## src/rtl/ushift_burst_if.sv

```systemverilog
// Control and data bundle for ushift_burst; the master drives commands and the slave returns register state.
interface ushift_burst_if #(
  parameter int N  = 8,
  parameter int CW = $clog2(N) + 1
);
  logic          load;
  logic [N-1:0]  d;
  logic          start;
  logic [1:0]    mode;
  logic [CW-1:0] amount;
  logic          lin;
  logic          rin;
  logic [N-1:0]  q;
  logic          sout;
  logic          busy;
  logic          done;

  modport master (
    output load, d, start, mode, amount, lin, rin,
    input  q, sout, busy, done
  );

  modport slave (
    input  load, d, start, mode, amount, lin, rin,
    output q, sout, busy, done
  );
endinterface

```

## src/rtl/ushift_burst.sv

```systemverilog
// N-bit universal shift register; one start runs `amount` single-bit steps, giving a final q and a done pulse amount cycles later.
// Commands are dropped while busy (no stall); USHIFT_ARITH_EN turns mode 01 into an arithmetic right shift.
module ushift_burst #(
  parameter int N  = 8,
  parameter int CW = $clog2(N) + 1
) (
  input  logic         clk,
  input  logic         reset,
  ushift_burst_if.slave bus
);
  typedef enum logic {IDLE, SHIFT} state_t;

  state_t        state;
  logic [1:0]    mode_r;
  logic [CW-1:0] count;

  always_ff @(posedge clk) begin
    if (reset) begin
      state    <= IDLE;
      mode_r   <= 2'b00;
      count    <= '0;
      bus.q    <= '0;
      bus.sout <= 1'b0;
      bus.busy <= 1'b0;
      bus.done <= 1'b0;
    end else begin
      bus.done <= 1'b0;
      case (state)
        IDLE: begin
          if (bus.load) begin
            bus.q <= bus.d;
          end else if (bus.start) begin
            // A zero-length burst completes at once without ever raising busy.
            if (bus.amount != '0) begin
              mode_r   <= bus.mode;
              count    <= bus.amount;
              state    <= SHIFT;
              bus.busy <= 1'b1;
            end else begin
              bus.done <= 1'b1;
            end
          end
        end
        SHIFT: begin
          case (mode_r)
            2'b00: begin
              bus.q    <= {bus.q[N-2:0], bus.lin};
              bus.sout <= bus.q[N-1];
            end
            2'b01: begin
`ifdef USHIFT_ARITH_EN
              bus.q    <= {bus.q[N-1], bus.q[N-1:1]};
`else
              bus.q    <= {bus.rin, bus.q[N-1:1]};
`endif
              bus.sout <= bus.q[0];
            end
            2'b10: begin
              bus.q    <= {bus.q[N-2:0], bus.q[N-1]};
              bus.sout <= bus.q[N-1];
            end
            default: begin
              bus.q    <= {bus.q[0], bus.q[N-1:1]};
              bus.sout <= bus.q[0];
            end
          endcase
          count <= count - 1'b1;
          if (count == CW'(1)) begin
            state    <= IDLE;
            bus.busy <= 1'b0;
            bus.done <= 1'b1;
          end
        end
        default: state <= IDLE;
      endcase
    end
  end
endmodule
```

## src/flat_wrapper.sv

```systemverilog
// flat-port wrapper written by rule: the top's interface ports become plain ports
module ushift_burst_flat 
#(
  parameter int N  = 8,
  parameter int CW = $clog2(N) + 1
)
  (clk, reset, bus_load, bus_d, bus_start, bus_mode, bus_amount, bus_lin, bus_rin, bus_q, bus_sout, bus_busy, bus_done);
  ushift_burst_if #(.N(N), .CW(CW)) bus_i ();
  input  logic clk;
  input  logic reset;
  input wire logic [$bits(bus_i.load)-1:0] bus_load;
  input wire logic [$bits(bus_i.d)-1:0] bus_d;
  input wire logic [$bits(bus_i.start)-1:0] bus_start;
  input wire logic [$bits(bus_i.mode)-1:0] bus_mode;
  input wire logic [$bits(bus_i.amount)-1:0] bus_amount;
  input wire logic [$bits(bus_i.lin)-1:0] bus_lin;
  input wire logic [$bits(bus_i.rin)-1:0] bus_rin;
  output wire logic [$bits(bus_i.q)-1:0] bus_q;
  output wire logic [$bits(bus_i.sout)-1:0] bus_sout;
  output wire logic [$bits(bus_i.busy)-1:0] bus_busy;
  output wire logic [$bits(bus_i.done)-1:0] bus_done;
  assign bus_i.load = bus_load;
  assign bus_i.d = bus_d;
  assign bus_i.start = bus_start;
  assign bus_i.mode = bus_mode;
  assign bus_i.amount = bus_amount;
  assign bus_i.lin = bus_lin;
  assign bus_i.rin = bus_rin;
  assign bus_q = bus_i.q;
  assign bus_sout = bus_i.sout;
  assign bus_busy = bus_i.busy;
  assign bus_done = bus_i.done;
  ushift_burst #(.N(N), .CW(CW)) u_core (.clk(clk), .reset(reset), .bus(bus_i));
endmodule
```

## config.mk

```make
export PLATFORM = sky130hd
export DESIGN_NAME = ushift_burst_flat
export DESIGN_NICKNAME = d
export VERILOG_FILES = /design/src/rtl/ushift_burst_if.sv /design/src/rtl/ushift_burst.sv /design/src/flat_wrapper.sv
export SDC_FILE = /design/constraint.sdc
export NUM_CORES = 1
export LEC_CHECK = 0
export CORE_UTILIZATION = 45
export CTS_CLUSTER_SIZE = 16
export DETAILED_ROUTE_END_ITERATION = 6
export PLACE_DENSITY = 0.78
export SYNTH_ARGS = -nofsm -noshare
export SYNTH_HDL_FRONTEND = slang
export SYNTH_SLANG_ARGS = --single-unit
export TNS_END_PERCENT = 30
```

## constraint.sdc

```tcl
create_clock -name clk -period 1.67 [get_ports clk]
set_clock_uncertainty 0.15 [all_clocks]
set_input_delay 0.167 -clock clk [delete_from_list [all_inputs] [get_ports clk]]
set_output_delay 0.167 -clock clk [all_outputs]
set_load 0.02 [all_outputs]
```

# Yosys cells after proc, flatten, opt, wreduce, memory -nomap -nowiden
# Cells that the tools add are included.
# totals
inputBits	20
output_inout_bits	11
elab_cells	47
regBits	18
# op_classes
bitwise_logic	2
reduce_logical	6
eq_ne	8
mux	23
add_sub_neg	1
# op_table
op	n
8-bit one-hot mux with 3 select lines	1
8-bit one-hot mux with 2 select lines	1
1-bit two-way mux	13
4-bit two-way mux	3
8-bit two-way mux	1
2-bit inequality test, second input constant	4
4-bit one-hot mux with 2 select lines	1
4-bit AND reduction	2
1-bit one-hot mux with 2 select lines	3
4-bit by 1-bit equality test with 1-bit output, second input constant	1
4-bit nonzero test	1
4-bit by 1-bit subtractor with 4-bit output, second input constant	1
3-bit AND reduction	1
2-bit by 1-bit equality test with 1-bit output, second input constant	1
2-bit equality test, second input constant	1
2-bit logical NOT	1
2-bit by 1-bit inequality test with 1-bit output, second input constant	1
1-bit NOT	2
2-bit OR reduction	1

# Logic depth before layout (Yosys ltp)
# Gate-level depths: netlist of run 1.
# depth
ltp_word	5
depth_mapped	5
depth_no_buf	5

# Worst setup path after synthesis of run 1
# No wires, ideal clock.
# synth_timing
path_type	register to register
startpoint	reg u_core.state
endpoint	reg u_core.count[3]
required_ns	1.446
setup_time_ns	0.074
stages_incl_launch_ff	5
arrival_ns	1.199
n_path_buf	1
slack_ns	0.247
period_less_slack_ns	1.423
cell_sequence	dfxtp_1 buf_4 or4b_1 or2_0 a31oi_1
# synth_via
elab_chain_len	3
word_cells_on_any_way	6
cone_classes	3 x eq/ne; 1 x mux; 1 x bitwise; 1 x reduce/logical
# synth_lines
item	line_no	text
from (decl)	ushift_burst.sv:13	state_t state;
from (signal assigned)	ushift_burst.sv:19	state <= IDLE;
from (signal assigned)	ushift_burst.sv:37	state <= SHIFT;
from (signal assigned)	ushift_burst.sv:69	state <= IDLE;
1-bit NOT	ushift_burst.sv:28	case (state)
2-bit by 1-bit inequality test with 1-bit output (no source line) or 2-bit inequality test (tied branches)	-	
3-bit AND reduction (no source line)	-	
to (signal assigned)	ushift_burst.sv:36	count <= bus.amount;
to (signal assigned)	ushift_burst.sv:67	count <= count - 1'b1;
to (decl)	ushift_burst.sv:15	logic [CW-1:0] count;
# Parallel ways exist; a longest one is shown, timed or not.
# A chain may end at the register's enable or synchronous reset.

# Worst setup path in the final report of run 1
# layout_timing
startpoint	reg u_core.bus.q[1]
endpoint	out bus_q[1]
# layout_lines
item	line_no	text
from (decl)	ushift_burst_if.sv:25	output q, sout, busy, done
from (signal assigned)	ushift_burst.sv:31	bus.q <= bus.d;
from (signal assigned)	ushift_burst.sv:47	bus.q <= {bus.q[N-2:0], bus.lin};
from (signal assigned)	ushift_burst.sv:54	bus.q <= {bus.rin, bus.q[N-1:1]};
to (decl)	flat_wrapper.sv:18	output wire logic [$bits(bus_i.q)-1:0] bus_q;
# No word-level cell between the ends.

==> impl_metrics.toml, run 1 <==
[status]
status = "finished clean"

[pwr]
seqPwrFrac = 0.472
combPwrFrac = 0.267
power.leakage_nw = 0.571
intPower_uw = 753
swShare = 0.292
p_switching_uw = 310
clkPwrFrac = 0.260
powerDensity_nw_per_um2 = 766
ir_worst_vdd_mv = 0.643

[placement]
dp_hpwl_um = 1750
placed_area_um2 = 1340
io_buffer_count = 30
gp_congestion = 0.841
dp_cells = 159

[floorplan]
die_x_um = 48.7
die_area_um2 = 2370
initial_utilization = 0.490
rows = 16
num_io_pins = 31
die_y_um = 48.7
core_area_um2 = 2000

[worst_setup_path]
critPathTopFamily = "buffers and inverters"
cp_max_fo = 4
cpMaxStageDelayCell = "clkdlybuf4s50_1"
critPathArrivalTime_ns = 1.30
crit_required_ns = 1.35
start_kind = "flip-flop"
path_cells = "clkdlybuf4s50_1"
path_buf_inv = 1
cp-end-kind = "primary output"
slowest_delay_ns = 0.62
path_class = "flip-flop to primary output"

[detailed_routing]
firstDrtPassIters = 4
vias = 896
drt_wl_total_um = 2340
viasPerCell = 5.50
detail-route-antenna-nets = 0
wl_per_cell_um = 14.4
drt_iter0_markers = 13
route.detailed.drc = 0

[synth]
ys_ff_latch = 18
syn_area_per_cell_um2 = 9.62
synth.area.top_cells = "dfxtp_1 (37%), a211oi_1 (15%), mux2i_1 (11%)"
ys.flop_type = "dfxtp_1"
yosysUniqueCellTypes = 29
synth_area_um2 = 981
synth.most_common_cell = "a211oi_1"
seq_area_frac_synth = 0.367
async_flop_share = 0
synth_common_cells = "a211oi_1 (19), dfxtp_1 (18), mux2i_1 (11)"
synth-edff-count = 0
yosysTopAreaCell = "dfxtp_1"
syn_nets = 124
ys_warn_count = 0
synth_top_area_frac = 0.367
syn-instance-count = 102

[finish]
stdcell_count = 163
fin_nets = 159
drive_above_1_share = 0.118
final_area_um2 = 1390
antenna_cells = 0
syn2layout_area_growth_pct = 41.6

[cts]
cts_inserted_buffers = 3
cts.sinks = 18
htree_levels = 1
cts_tree = "built"
clk-insertion-delay-late_ns = 0.30
ctsHoldBuffers = 0
clkTransAtPathRegs_ns = 0.10
cts_buffer_depth = 2
clock-root-buffer = "clkbuf_4"

[sta]
setup_violations = 0
drv_slew = 0
grt_setup_unrepaired = "false"
hold_viol_final = 0
worstMarginPinSlew_ns = 0.450
fin_crit_ns = 1.62
fmax_ghz = 0.617
slew_headroom = 0.696
fin_crit_sh = 0.970
fin_hold_ws_ns = 0.275

[global_routing]
grt_max_degree = 19
antenna_found_initial = 0
overflow = 0
first_global_vias = 914
grt_pass1_wl_um = 4130
grtUsageTotal = 0.224

[hold_path]
holdCritPathClass = "input pin to flip-flop"

[run]
drv.max_cap_violation_count = 0
flip-flops by register name, indices dropped and copies added (netlist names):
| name | cells |
|---|---|
| u_core.bus.q | 8 |
| u_core.count | 4 |
| u_core.mode_r | 2 |
| u_core.bus.busy | 1 |
| u_core.bus.done | 1 |
| u_core.bus.sout | 1 |
| u_core.state | 1 |
power by group through the flow:
stage,sequential [mW],clock [mW],combinational [mW]
after floorplan,0.528,0,0.136
after global placement,0.511,0,0.280
after detailed placement,0.512,0,0.288
after CTS,0.503,0.284,0.289
after global routing,0.509,0.307,0.308
final,0.502,0.277,0.284
timing repair:
action                                 CTS  global route
endpoints found under the hold margin    0             0
gates cloned                             0             0
gates resized for setup                  1             6
setup buffers                            0             0
setup endpoints to repair                1             6
final timing paths:
path | start | end | slack (ns) | depth (start not counted)
setup / recovery | u_core.bus.q[1]$_SDFFE_PP0N_ | bus_q[1] | 0.05 | 1
hold / removal | bus_mode[0] | u_core.mode_r[0]$_SDFFE_PP0P_ | 0.28 | 3
setup reg to reg | u_core.count[2]$_SDFFE_PP0P_ | u_core.count[3]$_SDFFE_PP0P_ | 0.14 | 3
hold reg to reg | u_core.bus.busy$_SDFFE_PP0P_ | u_core.bus.busy$_SDFFE_PP0P_ | 0.33 | 1
routing by layer:
layer	GRT usage	vias up	routed length [um]
li1	-	451	-
met1	0.267	421	1090
met3	0.0566	4	77
met4	0.0588	0	30
met2	0.396	20	1150
met5	0	-	0
layout by cell type (no fill, tap or decap), types with 5 or more instances in the layout:
cell type,n
a211oi_1,19
buf_4,8
clkdlybuf4s50_1,23
dfxtp_1,18
dlymetal6s2s_1,6
mux2i_1,11
nand2b_1,5
nor2b_1,9
logic make-up (layout without fill, tap and decap cells):
kind of cell               count (synthesis)  in the layout  share of synthesized area
AOI/OAI and AO/OA                         32             32                      0.231
xor gates and xnor gates                   1              1                    0.00893
adders and majority gates                  2              2                     0.0255
buffers and inverters                     11             45                     0.0485
DFF                                       18             18                      0.367
muxes                                     13             13                      0.135
and+or+nand+nor                           25             25                      0.184
per-stage QoR:
| step | power [mW] | util | worst slack [ns] | TNS, ns |
|---|---|---|---|---|
| 2_1_floorplan | 0.664 | - | 0.247 | 0 |
| 3_3_place_gp | 0.791 | 0.669 | -0.00561 | -0.00561 |
| 3_5_place_dp | 0.801 | 0.669 | -0.0857 | -0.109 |
| 4_1_cts | 1.08 | 0.686 | 0.00119 | 0 |
| 5_1_grt | 1.12 | 0.694 | 0.00730 | 0 |
| 6_report | 1.06 | 0.694 | 0.0498 | 0 |
final cells by class:
type	count	area [um2]
clock buffers	4	36.3
fillers	165	613
inverters	3	11.3
flip-flops and latches	18	360
repair buffers	38	374
multi-input cells	73	573
well taps	27	33.8
Power figures use the tool's default switching activity.
==> run 2, diff against run 1 <==
--- a/config.mk
+++ b/config.mk
@@ -5,7 +5,8 @@
 export SDC_FILE = /design/constraint.sdc
 export NUM_CORES = 1
 export LEC_CHECK = 0
-export CORE_UTILIZATION = 45
+export ABC_AREA = 1
+export CORE_UTILIZATION = 44
 export CTS_CLUSTER_SIZE = 16
 export DETAILED_ROUTE_END_ITERATION = 6
 export PLACE_DENSITY = 0.78
==> run 2 against run 1 <==
Compared with the run above:
- the run now ends with design-rule violations left
- global-route usage is 0.28 points higher
- cell count rose by 21%
- combinational power decreased by 7.7%
- critical path depth did not move
- core utilization down 3.1 points
- synthesized cell count up 32%
- register-to-register slack improved by 0.07 ns
- via count increased by 16%
- sequential power about the same
- critical endpoint is now bus_q[7]
==> impl_metrics.toml, run 2 <==
[finish]
fin_util = 0.663
drive_above_1_share = 0.0706
reg_top3 = "u_core.bus.q: 8 flops, u_core.count: 4 flops, u_core.mode_r: 2 flops"
largest-register = "u_core.bus.q"
nFillCells = 197
layout_common_cells = "clkdlybuf4s50_1 (28), nand2_1 (27), a21oi_1 (18), dfxtp_1 (18), inv_1 (15)"
stdcell_count = 197
final_common_cell = "clkdlybuf4s50_1"
largest_reg_flops = 8
fin_nets = 193
syn2layout_area_growth_pct = 41.6
antenna_cells = 0

[worst_setup_path]
r2r_slack_ns = 0.21
slowest_delay_ns = 0.63
start_kind = "flip-flop"
cpMaxStageDelayCell = "clkdlybuf4s50_1"
path_cells = "clkdlybuf4s50_1"
cp-end-kind = "primary output"
path_buf_inv = 1
path_class = "flip-flop to primary output"
cp_max_fo = 4
critPathTopFamily = "buffers and inverters"
critPathArrivalTime_ns = 1.33
crit_required_ns = 1.35

[synth]
async_flop_share = 0
syn-instance-count = 135
syn_area_per_cell_um2 = 6.80
synth_top_area_frac = 0.392
synth-edff-count = 0
yosysTopAreaCell = "dfxtp_1"
synth.area.top_cells = "dfxtp_1 (39%), nand2_1 (11%), a21oi_1 (9.8%)"
synth.most_common_cell = "nand2_1"
synth_common_cells = "nand2_1 (27), a21oi_1 (18), dfxtp_1 (18)"
synth_area_um2 = 918
seq_area_frac_synth = 0.392
ys.flop_type = "dfxtp_1"
ys_ff_latch = 18
ys_warn_count = 0
syn_nets = 157
yosysUniqueCellTypes = 20

[sta]
slew_headroom = 0.676
grt_setup_unrepaired = "false"
worstMarginPinSlew_ns = 0.485
fin_crit_ns = 1.65
setup_violations = 0
fmax_ghz = 0.607
hold_viol_final = 0
fin_crit_sh = 0.986
drv_slew = 0
setup_tns_ns = 0

[placement]
io_buffer_count = 30
dp_cells = 193
gp_congestion = 0.811
dp_hpwl_um = 1870

[pwr]
power.leakage_nw = 0.538
ir_worst_vdd_mv = 0.542
powerDensity_nw_per_um2 = 801

[status]
violations = "design-rule violations"
status = "complete, but fails checks"

[global_routing]
antenna_found_initial = 0
grt_pass1_wl_um = 3590
first_global_vias = 927
grt_max_degree = 13
grtUsageTotal = 0.227
overflow = 0

[cts]
cts_setup_buffers = 0
cts_buffer_depth = 2
ctsHoldBuffers = 0
clock-root-buffer = "clkbuf_4"
clk-insertion-delay-late_ns = 0.30
htree_levels = 1
cts_inserted_buffers = 3
cts.sinks = 18
cts_tree = "built"
clkTransAtPathRegs_ns = 0.11

[detailed_routing]
viasPerCell = 5.26
wl_per_cell_um = 12.5
firstDrtPassIters = 6
detail-route-antenna-nets = 0
drt_wl_total_um = 2460
drt_iter0_markers = 25
route.detailed.drc = 1
vias = 1037

[floorplan]
die_y_um = 47.7
rows = 16
die_x_um = 47.7
die_area_um2 = 2270
initial_utilization = 0.468
num_io_pins = 31
core_area_um2 = 1960

[hold_path]
holdCritPathClass = "input pin to flip-flop"

[run]
drv.max_cap_violation_count = 0
[run 2: cell count changes after synthesis, moves of 5 or more]
cell	delta
a211oi_1	-19
a21oi_1	+15
inv_1	+12
mux2i_1	-11
nand2_1	+27
nand2b_1	-5
nand3_1	+10
nor2_1	+11
nor2b_1	-9
o21ai_0	+8
o21ai_1	+5
[run 2: repair_timing]
item                       4_1_cts  5_1_grt
gates resized for setup          1        1
setup endpoints to repair        1        1
gates cloned                     0        0
pin swaps                        0        0
[run 2: per-layer routing]
layer	vias to the layer above	wire, um	track usage
met2	41	1230	0.449
met1	469	1050	0.245
met4	0	36	0.0611
met5	-	0	0
met3	4	136	0.0340
li1	523	-	-
[run 2: power breakdown]
part | leakage (nW) | internal (mW) | total, mW | switching [mW]
Clock | 0.0210 | 0.133 | 0.278 | 0.145
Sequential | 0.148 | 0.464 | 0.502 | 0.0379
Combinational | 0.368 | 0.127 | 0.262 | 0.134
[run 2: final cells by class]
class,count,area (um2),share of cell area
tap,27,33.8,0.0260
clock buffer,4,36.3,0.0279
timing repair buffer,35,339,0.261
sequential,18,360,0.277
inverter,16,60.1,0.0462
multi-input combinational,97,470,0.362
[run 2: cell families (layout without fill, tap and decap cells)]
kind of cell / count (synthesis) / after routing / share of synthesized area
fa+ha+maj: 2 / 2 / 0.0272
buf+inv: 20 / 55 / 0.0954
simple gates: 55 / 55 / 0.255
compound gates: 40 / 40 / 0.230
flops: 18 / 18 / 0.392
[run 2: metrics by stage]
step / hold WS [ns] / setup slack, ns / total power, mW / area (um2)
6_report: 0.278 / 0.0230 / 1.04 / 1300
5_1_grt: 0.310 / 0.00208 / 1.08 / 1300
4_1_cts: 0.285 / 0.0232 / 1.04 / 1300
3_5_place_dp: 0.311 / 0.0690 / 0.773 / 1260
3_3_place_gp: 0.308 / 0.124 / 0.765 / 1260
2_1_floorplan: 0.176 / 0.471 / 0.648 / 918
[run 2: worst paths after layout]
path,startpoint,to,cells after the start
max,u_core.bus.q[7]$_SDFFE_PP0N_,bus_q[7],1
min,bus_d[1],u_core.bus.q[1]$_SDFFE_PP0N_,3
max reg2reg,u_core.state$_SDFF_PP0_,u_core.bus.q[6]$_SDFFE_PP0N_,4
min reg2reg,u_core.bus.busy$_SDFFE_PP0P_,u_core.bus.busy$_SDFFE_PP0P_,2
